[src/rtl/nand_flash_ctrl.sv]
// Host-side NAND flash command sequencer: READ, PROGRAM with write/verify retry, and timed ERASE.
// Only one command is in flight at a time. Every output except cmd_ready is registered.
module nand_flash_ctrl #(
  parameter int ADDR_W       = 8,
  parameter int DATA_W       = 8,
  parameter int ERASE_CYCLES = 16,
  parameter int MAX_RETRY    = 3
) (
  input  logic              clk,
  input  logic              rst,
  input  logic              cmd_valid,
  output logic              cmd_ready,
  input  logic [1:0]        cmd_op,
  input  logic [ADDR_W-1:0] cmd_addr,
  input  logic [DATA_W-1:0] cmd_wdata,
  output logic              rsp_valid,
  input  logic              rsp_ready,
  output logic [DATA_W-1:0] rsp_rdata,
  output logic              rsp_err,
  output logic              busy,
  output logic              mem_we,
  output logic              mem_re,
  output logic              mem_erase,
  output logic [ADDR_W-1:0] mem_addr,
  output logic [DATA_W-1:0] mem_wdata,
  input  logic [DATA_W-1:0] mem_rdata
);

  localparam int CNT_W = $clog2(ERASE_CYCLES + 1);
  localparam int ATT_W = $clog2(MAX_RETRY + 1);

  typedef enum logic [3:0] {
    IDLE, RD_ISSUE, RD_CAP, PG_WRITE, PG_VRD, PG_CMP, ER_ISSUE, ER_WAIT, RESP
  } state_t;

  state_t            state, state_n;
  logic [CNT_W-1:0]  wait_cnt, wait_cnt_n;
  logic [ATT_W-1:0]  attempt, attempt_n;
  logic [ADDR_W-1:0] addr_n;
  logic [DATA_W-1:0] wdata_n;
  logic [DATA_W-1:0] rdata_n;
  logic              err_n;
  logic              rvalid_n;

  assign cmd_ready = (state == IDLE);

  always_comb begin
    state_n    = state;
    wait_cnt_n = wait_cnt;
    attempt_n  = attempt;
    addr_n     = mem_addr;
    wdata_n    = mem_wdata;
    rdata_n    = rsp_rdata;
    err_n      = rsp_err;
    rvalid_n   = rsp_valid;
    case (state)
      IDLE: begin
        if (cmd_valid) begin
          addr_n    = cmd_addr;
          wdata_n   = cmd_wdata;
          attempt_n = ATT_W'(1);
          rdata_n   = '0;
          err_n     = 1'b0;
          case (cmd_op)
            2'b00:   state_n = RD_ISSUE;
            2'b01:   state_n = PG_WRITE;
            2'b10:   state_n = ER_ISSUE;
            default: begin
              // Reserved opcode is answered immediately without touching memory.
              state_n  = RESP;
              err_n    = 1'b1;
              rvalid_n = 1'b1;
            end
          endcase
        end
      end
      RD_ISSUE: state_n = RD_CAP;
      RD_CAP: begin
        rdata_n  = mem_rdata;
        rvalid_n = 1'b1;
        state_n  = RESP;
      end
      PG_WRITE: state_n = PG_VRD;
      PG_VRD:   state_n = PG_CMP;
      PG_CMP: begin
        if (mem_rdata == mem_wdata) begin
          rdata_n  = mem_rdata;
          rvalid_n = 1'b1;
          state_n  = RESP;
        end else if (attempt < ATT_W'(MAX_RETRY)) begin
          attempt_n = attempt + ATT_W'(1);
          state_n   = PG_WRITE;
        end else begin
          rdata_n  = mem_rdata;
          err_n    = 1'b1;
          rvalid_n = 1'b1;
          state_n  = RESP;
        end
      end
      ER_ISSUE: begin
        wait_cnt_n = CNT_W'(ERASE_CYCLES);
        state_n    = ER_WAIT;
      end
      ER_WAIT: begin
        // Counter is loaded with ERASE_CYCLES, so the last wait cycle sees a value of 1.
        if (wait_cnt == CNT_W'(1)) begin
          wait_cnt_n = '0;
          rvalid_n   = 1'b1;
          state_n    = RESP;
        end else begin
          wait_cnt_n = wait_cnt - CNT_W'(1);
        end
      end
      RESP: begin
        if (rsp_ready) begin
          rvalid_n = 1'b0;
          state_n  = IDLE;
        end
      end
      default: state_n = IDLE;
    endcase
  end

  // Strobes and status are registered from the next state so each strobe lines up with its state.
  always_ff @(posedge clk) begin
    if (rst) begin
      state     <= IDLE;
      wait_cnt  <= '0;
      attempt   <= '0;
      mem_we    <= 1'b0;
      mem_re    <= 1'b0;
      mem_erase <= 1'b0;
      busy      <= 1'b0;
      mem_addr  <= '0;
      mem_wdata <= '0;
      rsp_rdata <= '0;
      rsp_err   <= 1'b0;
      rsp_valid <= 1'b0;
    end else begin
      state     <= state_n;
      wait_cnt  <= wait_cnt_n;
      attempt   <= attempt_n;
      mem_we    <= (state_n == PG_WRITE);
      mem_re    <= (state_n == RD_ISSUE) || (state_n == PG_VRD);
      mem_erase <= (state_n == ER_ISSUE);
      busy      <= (state_n != IDLE);
      mem_addr  <= addr_n;
      mem_wdata <= wdata_n;
      rsp_rdata <= rdata_n;
      rsp_err   <= err_n;
      rsp_valid <= rvalid_n;
    end
  end

endmodule
[config.mk]
export PLATFORM = sky130hd
export DESIGN_NAME = nand_flash_ctrl
export DESIGN_NICKNAME = d
export VERILOG_FILES = /design/src/rtl/nand_flash_ctrl.sv
export SDC_FILE = /design/constraint.sdc
export NUM_CORES = 1
export LEC_CHECK = 0
export ABC_AREA = 0
export CELL_PAD_IN_SITES_DETAIL_PLACEMENT = 1
export CELL_PAD_IN_SITES_GLOBAL_PLACEMENT = 2
export CORE_UTILIZATION = 28
export DETAILED_ROUTE_END_ITERATION = 16
export PLACE_DENSITY = 0.86
export SLEW_MARGIN = 20
export SYNTH_ARGS = -nofsm -noshare
export SYNTH_HDL_FRONTEND = slang
export SYNTH_SLANG_ARGS = --single-unit
export TNS_END_PERCENT = 10
[constraint.sdc]
create_clock -name clk -period 2.47 [get_ports clk]
set_input_delay 0.6175 -clock clk [delete_from_list [all_inputs] [get_ports clk]]
set_output_delay 0.6175 -clock clk [all_outputs]
set_load 0.03 [all_outputs]
==> results.cfg, run 1 <==
[logic_synthesis]
synth.area.top_cells = dfxtp_1, nand2_1, a21oi_1, ha_1, or4b_2
synth_fa_ha_area_frac = 0.03998
synth_top_family_by_area = simple AND/OR/NAND/NOR gates
synth-main-ff-cell = dfxtp_1
synth_most_common_cell = nand2_1
synthSimpleGateAreaFrac = 0.3050
syn_nets = 292
synth-async-reset-ratio = 0
netlist_instances = 255
synth-edff-count = 0
ys_seq_area_frac = 0.3746
synth_compound_area_frac = 0.2010
synth_common_cells = nand2_1, dfxtp_1, a21oi_1, nor2_1, nand3_1
yosysTopAreaCellShare = 0.3746
yosysWarnings = 0
ys_ff_latch = 41
ys_types = 57
synth_xor_area_frac = 0.03198
postSynthAreaPerCell_um2 = 8.592
synth_mux_area_frac = 0.004569
synth_area_leader_cell = dfxtp_1
syn-cell-area_um2 = 2191

[timing]
period_share = 0.9367
worstMarginPinSlew_ns = 0.5248
fmax_ghz = 0.4322
finalHoldViolations = 0
setup_viol = 0
clock_skew_ns = 0.005995
rsz0062_at_grt = no
tns_ns = 0
maxSlewHeadroom = 0.6502
slew_violations = 0
fin_crit_ns = 2.314

[detailed_routing]
dr.first_iter.drc_count = 108
drt-total-wl_um = 6367
drt_pass1_iterations = 4
drc = 0
viasPerCell = 5.021
ant_nets = 0
vias = 2139
avgRoutedWirePerCell_um = 14.95

[layout]
fin_nets = 363
fillers = 886
multi_input_area_um2 = 1276
ff_latch_area_um2 = 820.8
syn_to_final_growth_pct = 40.83
drive_gt1_frac = 0.1590
stdcell_area_um2 = 3085
antenna_cells = 0

[floorplanning]
row_count = 31
coreArea_um2 = 7408
fp.dieW_um = 90.46
io-pin-count = 61
chipHeight_um = 90.46
die_area_um2 = 8182
start_util = 0.2957

[critical_path]
critPathTopFamily = simple AND/OR/NAND/NOR gates
cp_common_cell = nor4bb_1
setup.worst_path.start = cmd_op[0]
cp-start-kind = input pin
cp.required_ns = 2.72
critPathBufInv = 2
critical_path_class = in -> reg
cp-end-kind = flip-flop
cp_max_fo = 2
crit_chain = clkdlybuf4s50_1 > inv_1 > ha_1 > a21o_2 > a32oi_2 > nor4bb_1 > nor4bb_1 > a31o_1
rr_startpoint = state[3]$_SDFF_PP0_
crit_slowest_cell = clkdlybuf4s50_1
cp.arrival_ns = 2.56
slowest_delay_ns = 0.48

[cts]
clk_path_buf_depth = 2
ctsRootBufferMaster = clkbuf_8
postCtsSetupBuffers = 0
cts.sinks = 41
htreeDepth = 2
cts_made_buffers = 5
clk_pin_slew_worst_paths_ns = 0.08
clk_latency_ns = 0.30
cts_tree = done

[pwr]
p_leak_nw = 1.102
peakVddDrop_uv = 234.0
finalPower_mw = 1.894
p_per_area_nw_per_um2 = 613.7

[grt]
grt_pass1_vias = 2168
grt_first_pass_wirelength_um = 10910
antenna_found_initial = 0
grt_max_degree = 31
gr-total-overflow = 0
track_usage = 0.1675

[min_path]
hold_class = reg -> reg
worstHoldStart = mem_addr[2]$_SDFFE_PP0P_

[placement]
io_buffers = 60
hpwl_um = 4801
dpl_cell_area_um2 = 2963
place_congestion = 0.7941

[status]
outcome = complete, no violations

[job]
drv_cap = 0
## through the flow
step	cells	worst slack, ns	util	hold WS, ns
final	426	0.1563	0.4165	0.4601
after global routing	426	0.04144	0.4165	0.4800
after CTS	426	0.03115	0.4161	0.4610
after detailed placement	418	-0.1385	0.3999	0.4509
after global placement	418	-0.004751	0.3999	0.4433
after floorplan	255	0.4617	-	0.4491
## report_power, final
part           total, mW  leakage [nW]  switching (mW)  internal, mW
sequential         0.753         0.335          0.0377         0.715
combinational      0.568         0.710           0.317         0.251
clock              0.573        0.0574           0.245         0.329
total               1.89          1.10           0.599          1.29
## sequential cells by signal, summed over array words and instances, names as in the netlist
register and flops:
mem_addr 8, mem_wdata 8, rsp_rdata 8, wait_cnt 5, state 4, attempt 2
busy 1, mem_erase 1, mem_re 1, mem_we 1, rsp_err 1, rsp_valid 1
## area by class of cell
class	instances	share of cell area
well taps	99	0.04015
inverters	7	0.008516
clock buffers	6	0.02676
flip-flops and latches	41	0.2660
repair buffers	76	0.2328
clock inverters	2	0.01217
multi-input cells	195	0.4136
## layer usage
| layer | up-vias | share of wire | global-route usage |
|---|---|---|---|
| met5 | - | 0 | 0 |
| met3 | 7 | 0.027 | 0.03199 |
| li1 | 1060 | - | - |
| met1 | 1035 | 0.47 | 0.2163 |
| met2 | 37 | 0.48 | 0.2742 |
| met4 | 0 | 0.020 | 0.06586 |
## repair_timing
| item | in CTS | in global routing |
|---|---|---|
| resized for setup | 0 | 1 |
| setup endpoints to repair | 0 | 1 |
| hold buffers | 0 | 0 |
## cells by family after synthesis
kind of cell / after synthesis
xor gates and xnor gates: 8
and+or+nand+nor: 117
AOI/OAI and AO/OA: 62
DFF: 41
buffers and inverters: 19
adders and majority gates: 7
muxes: 1
## worst min-delay path, cell delays in order (launching register included)
cell and delay, ns:
dfxtp_1 0.31, nand2_1 0.05, a21oi_1 0.05
## worst paths after layout
path	slack, ns	depth (start not counted)	end
worst max-delay path	0.16	8	mem_re$_SDFF_PP0_
worst min-delay path	0.46	2	mem_addr[2]$_SDFFE_PP0P_
worst max register to register	0.65	6	mem_erase$_SDFF_PP0_
worst min register to register	0.46	2	mem_addr[2]$_SDFFE_PP0P_
## layout by cell type, fill, tap and decap left out, drive strengths merged, types with 3 or more instances in the layout
master / n
nor3: 7
nand3: 10
or4b: 9
a22oi: 8
nor2: 13
xnor2: 8
ha: 7
o21ai: 6
clkdlybuf4s50: 58
nand2b: 3
a21o: 3
a21oi: 25
a211oi: 3
nand2: 47
or3: 3
inv: 7
a31oi: 4
buf: 17
clkbuf: 6
dfxtp: 41
nor3b: 10
Note: power is estimated with default switching activity, not from simulation.
==> inputs of run 2 (changes only) <==
--- a/config.mk
+++ b/config.mk
@@ -10,7 +10,8 @@
 export CELL_PAD_IN_SITES_GLOBAL_PLACEMENT = 2
 export CORE_UTILIZATION = 28
 export DETAILED_ROUTE_END_ITERATION = 16
-export PLACE_DENSITY = 0.86
+export PLACE_DENSITY = 0.89
+export SETUP_SLACK_MARGIN = 0.3
 export SLEW_MARGIN = 20
 export SYNTH_ARGS = -nofsm -noshare
 export SYNTH_HDL_FRONTEND = slang
==> run 2 against run 1 <==
Against the previous run:
- worst hold slack gained 0.0019 ns
- highest routed layer unchanged
- die area is the same
- fmax grew 5.0%
- register-to-register slack lost 0.14 ns
- combinational power grew 3.7%
- critical endpoint unchanged
- power shrank 5.2%
- core utilization grew 0.27 points
- non-clock buffer count grew 2
- sequential power is essentially flat
==> results.cfg, run 2 (same netlist as run 1, synthesis figures left out) <==
[detailed_routing]
ant_nets = 0
drt_pass1_iterations = 4
avgRoutedWirePerCell_um = 14.69
dr.first_iter.drc_count = 89
drc = 0
viasPerCell = 4.977
drt-total-wl_um = 6274
vias = 2125

[grt]
grt_first_pass_wirelength_um = 10460
grt_max_degree = 26
gr-total-overflow = 0
grt_pass1_vias = 2102
antenna_found_initial = 0
track_usage = 0.1566

[status]
outcome = complete, no violations

[timing]
slew_violations = 0
clock_skew_ns = 0.009236
maxSlewHeadroom = 0.6265
rsz0062_at_grt = yes
fmax_ghz = 0.4540
fin_crit_ns = 2.203
period_share = 0.8918
worstMarginPinSlew_ns = 0.5573
fin_ws_ns = 0.2673
setup_viol = 0
finalHoldViolations = 0

[layout]
syn_to_final_growth_pct = 41.75
antenna_cells = 0
reg_top3 = mem_addr (8), mem_wdata (8), rsp_rdata (8)
multi_input_area_um2 = 1314
drive_gt1_frac = 0.1707
fillers = 865
layout_common_cells = clkdlybuf4s50_1, nand2_1, dfxtp_1
ff_latch_area_um2 = 820.8
final_common_cell = clkdlybuf4s50_1
fin_nets = 365

[placement]
pre_cts_slack_ns = -0.09772
io_buffers = 60
hpwl_um = 4707
place_congestion = 0.7820

[floorplanning]
row_count = 31
start_util = 0.2957
coreArea_um2 = 7408
chipHeight_um = 90.46
fp.dieW_um = 90.46
io-pin-count = 61
die_area_um2 = 8182

[cts]
cts.sinks = 41
clk_latency_ns = 0.30
htreeDepth = 2
clk_path_buf_depth = 2
holdBufCountCts = 0
clk_pin_slew_worst_paths_ns = 0.08
cts_made_buffers = 5
ctsRootBufferMaster = clkbuf_8
cts_tree = done

[job]
drv_cap = 0

[pwr]
peakVddDrop_uv = 212.9
power_frac_comb = 0.328
p_per_area_nw_per_um2 = 578.2
finalPower_mw = 1.796
p_leak_nw = 1.103
p_switching_mw = 0.5952
pwr-share-seq = 0.419
clkPwrFrac = 0.253
swShare = 0.3315
internal_power_mw = 1.200

[critical_path]
cp_max_fo = 2
cp-start-kind = input pin
cp-end-kind = flip-flop
cp.required_ns = 2.71
r2r_cells = 6
cp.arrival_ns = 2.44
critical_path_class = in -> reg

[min_path]
whs_path_depth = 2
hold_class = reg -> reg
-- run 2: timing repair --
| item | CTS | global route |
|---|---|---|
| gates resized for setup | 5 | 4 |
| buffers inserted | 2 | 0 |
| cloned | 0 | 0 |
| setup endpoints to repair | 2 | 11 |
| pin swaps | 1 | 0 |
-- run 2: cell type report --
| cell class | instances | area share |
|---|---|---|
| clock buffers | 6 | 0.02659 |
| clock inverters | 1 | 0.002417 |
| well taps | 99 | 0.03989 |
| flip-flops and latches | 41 | 0.2643 |
| repair buffers | 78 | 0.2353 |
| multi-input cells | 195 | 0.4230 |
| inverters | 7 | 0.008461 |
-- run 2: path summary, 6_finish.rpt --
path,from,endpoint,slack (ns)
max,cmd_op[0],mem_re$_SDFF_PP0_,0.27
min,mem_addr[0]$_SDFFE_PP0P_,mem_addr[0]$_SDFFE_PP0P_,0.46
max reg2reg,state[2]$_SDFF_PP0_,mem_re$_SDFF_PP0_,0.51
min reg2reg,mem_addr[0]$_SDFFE_PP0P_,mem_addr[0]$_SDFFE_PP0P_,0.46
-- run 2: metrics by stage --
stage,TNS (ns),hold slack [ns],instance area [um^2],utilization,instances
after CTS,0,0.4635,3083,0.4161,427
after global placement,-0.0009908,0.4432,2963,0.3999,418
after global routing,0,0.4751,3105,0.4192,427
final,0,0.4620,3105,0.4192,427
after detailed placement,-0.09772,0.4524,2963,0.3999,418
after floorplan,0,0.4491,2191,-,255
-- run 2: power groups by stage --
| stage | Combinational, mW | Sequential [mW] | Clock [mW] |
|---|---|---|---|
| 4_1_cts | 0.584 | 0.754 | 0.465 |
| 3_3_place_gp | 0.559 | 0.767 | 0 |
| 5_1_grt | 0.634 | 0.760 | 0.487 |
| 6_report | 0.589 | 0.752 | 0.454 |
| 3_5_place_dp | 0.568 | 0.769 | 0 |
| 2_1_floorplan | 0.239 | 0.853 | 0 |
-- run 2: critical path, cell delays in order --
cell	delay, ns
clkdlybuf4s50_1	0.49
inv_2	0.05
ha_1	0.28
a21o_2	0.20
a32oi_2	0.19
nor4bb_4	0.26
nor4bb_4	0.23
a31o_1	0.13
-- run 2: per-layer routing --
layer | vias to the layer above | GRT usage | share of wire
li1 | 1060 | - | -
met5 | - | 0 | 0
met4 | 0 | 0.05511 | 0.016
met1 | 1017 | 0.2061 | 0.49
met3 | 8 | 0.02778 | 0.031
met2 | 40 | 0.2564 | 0.46
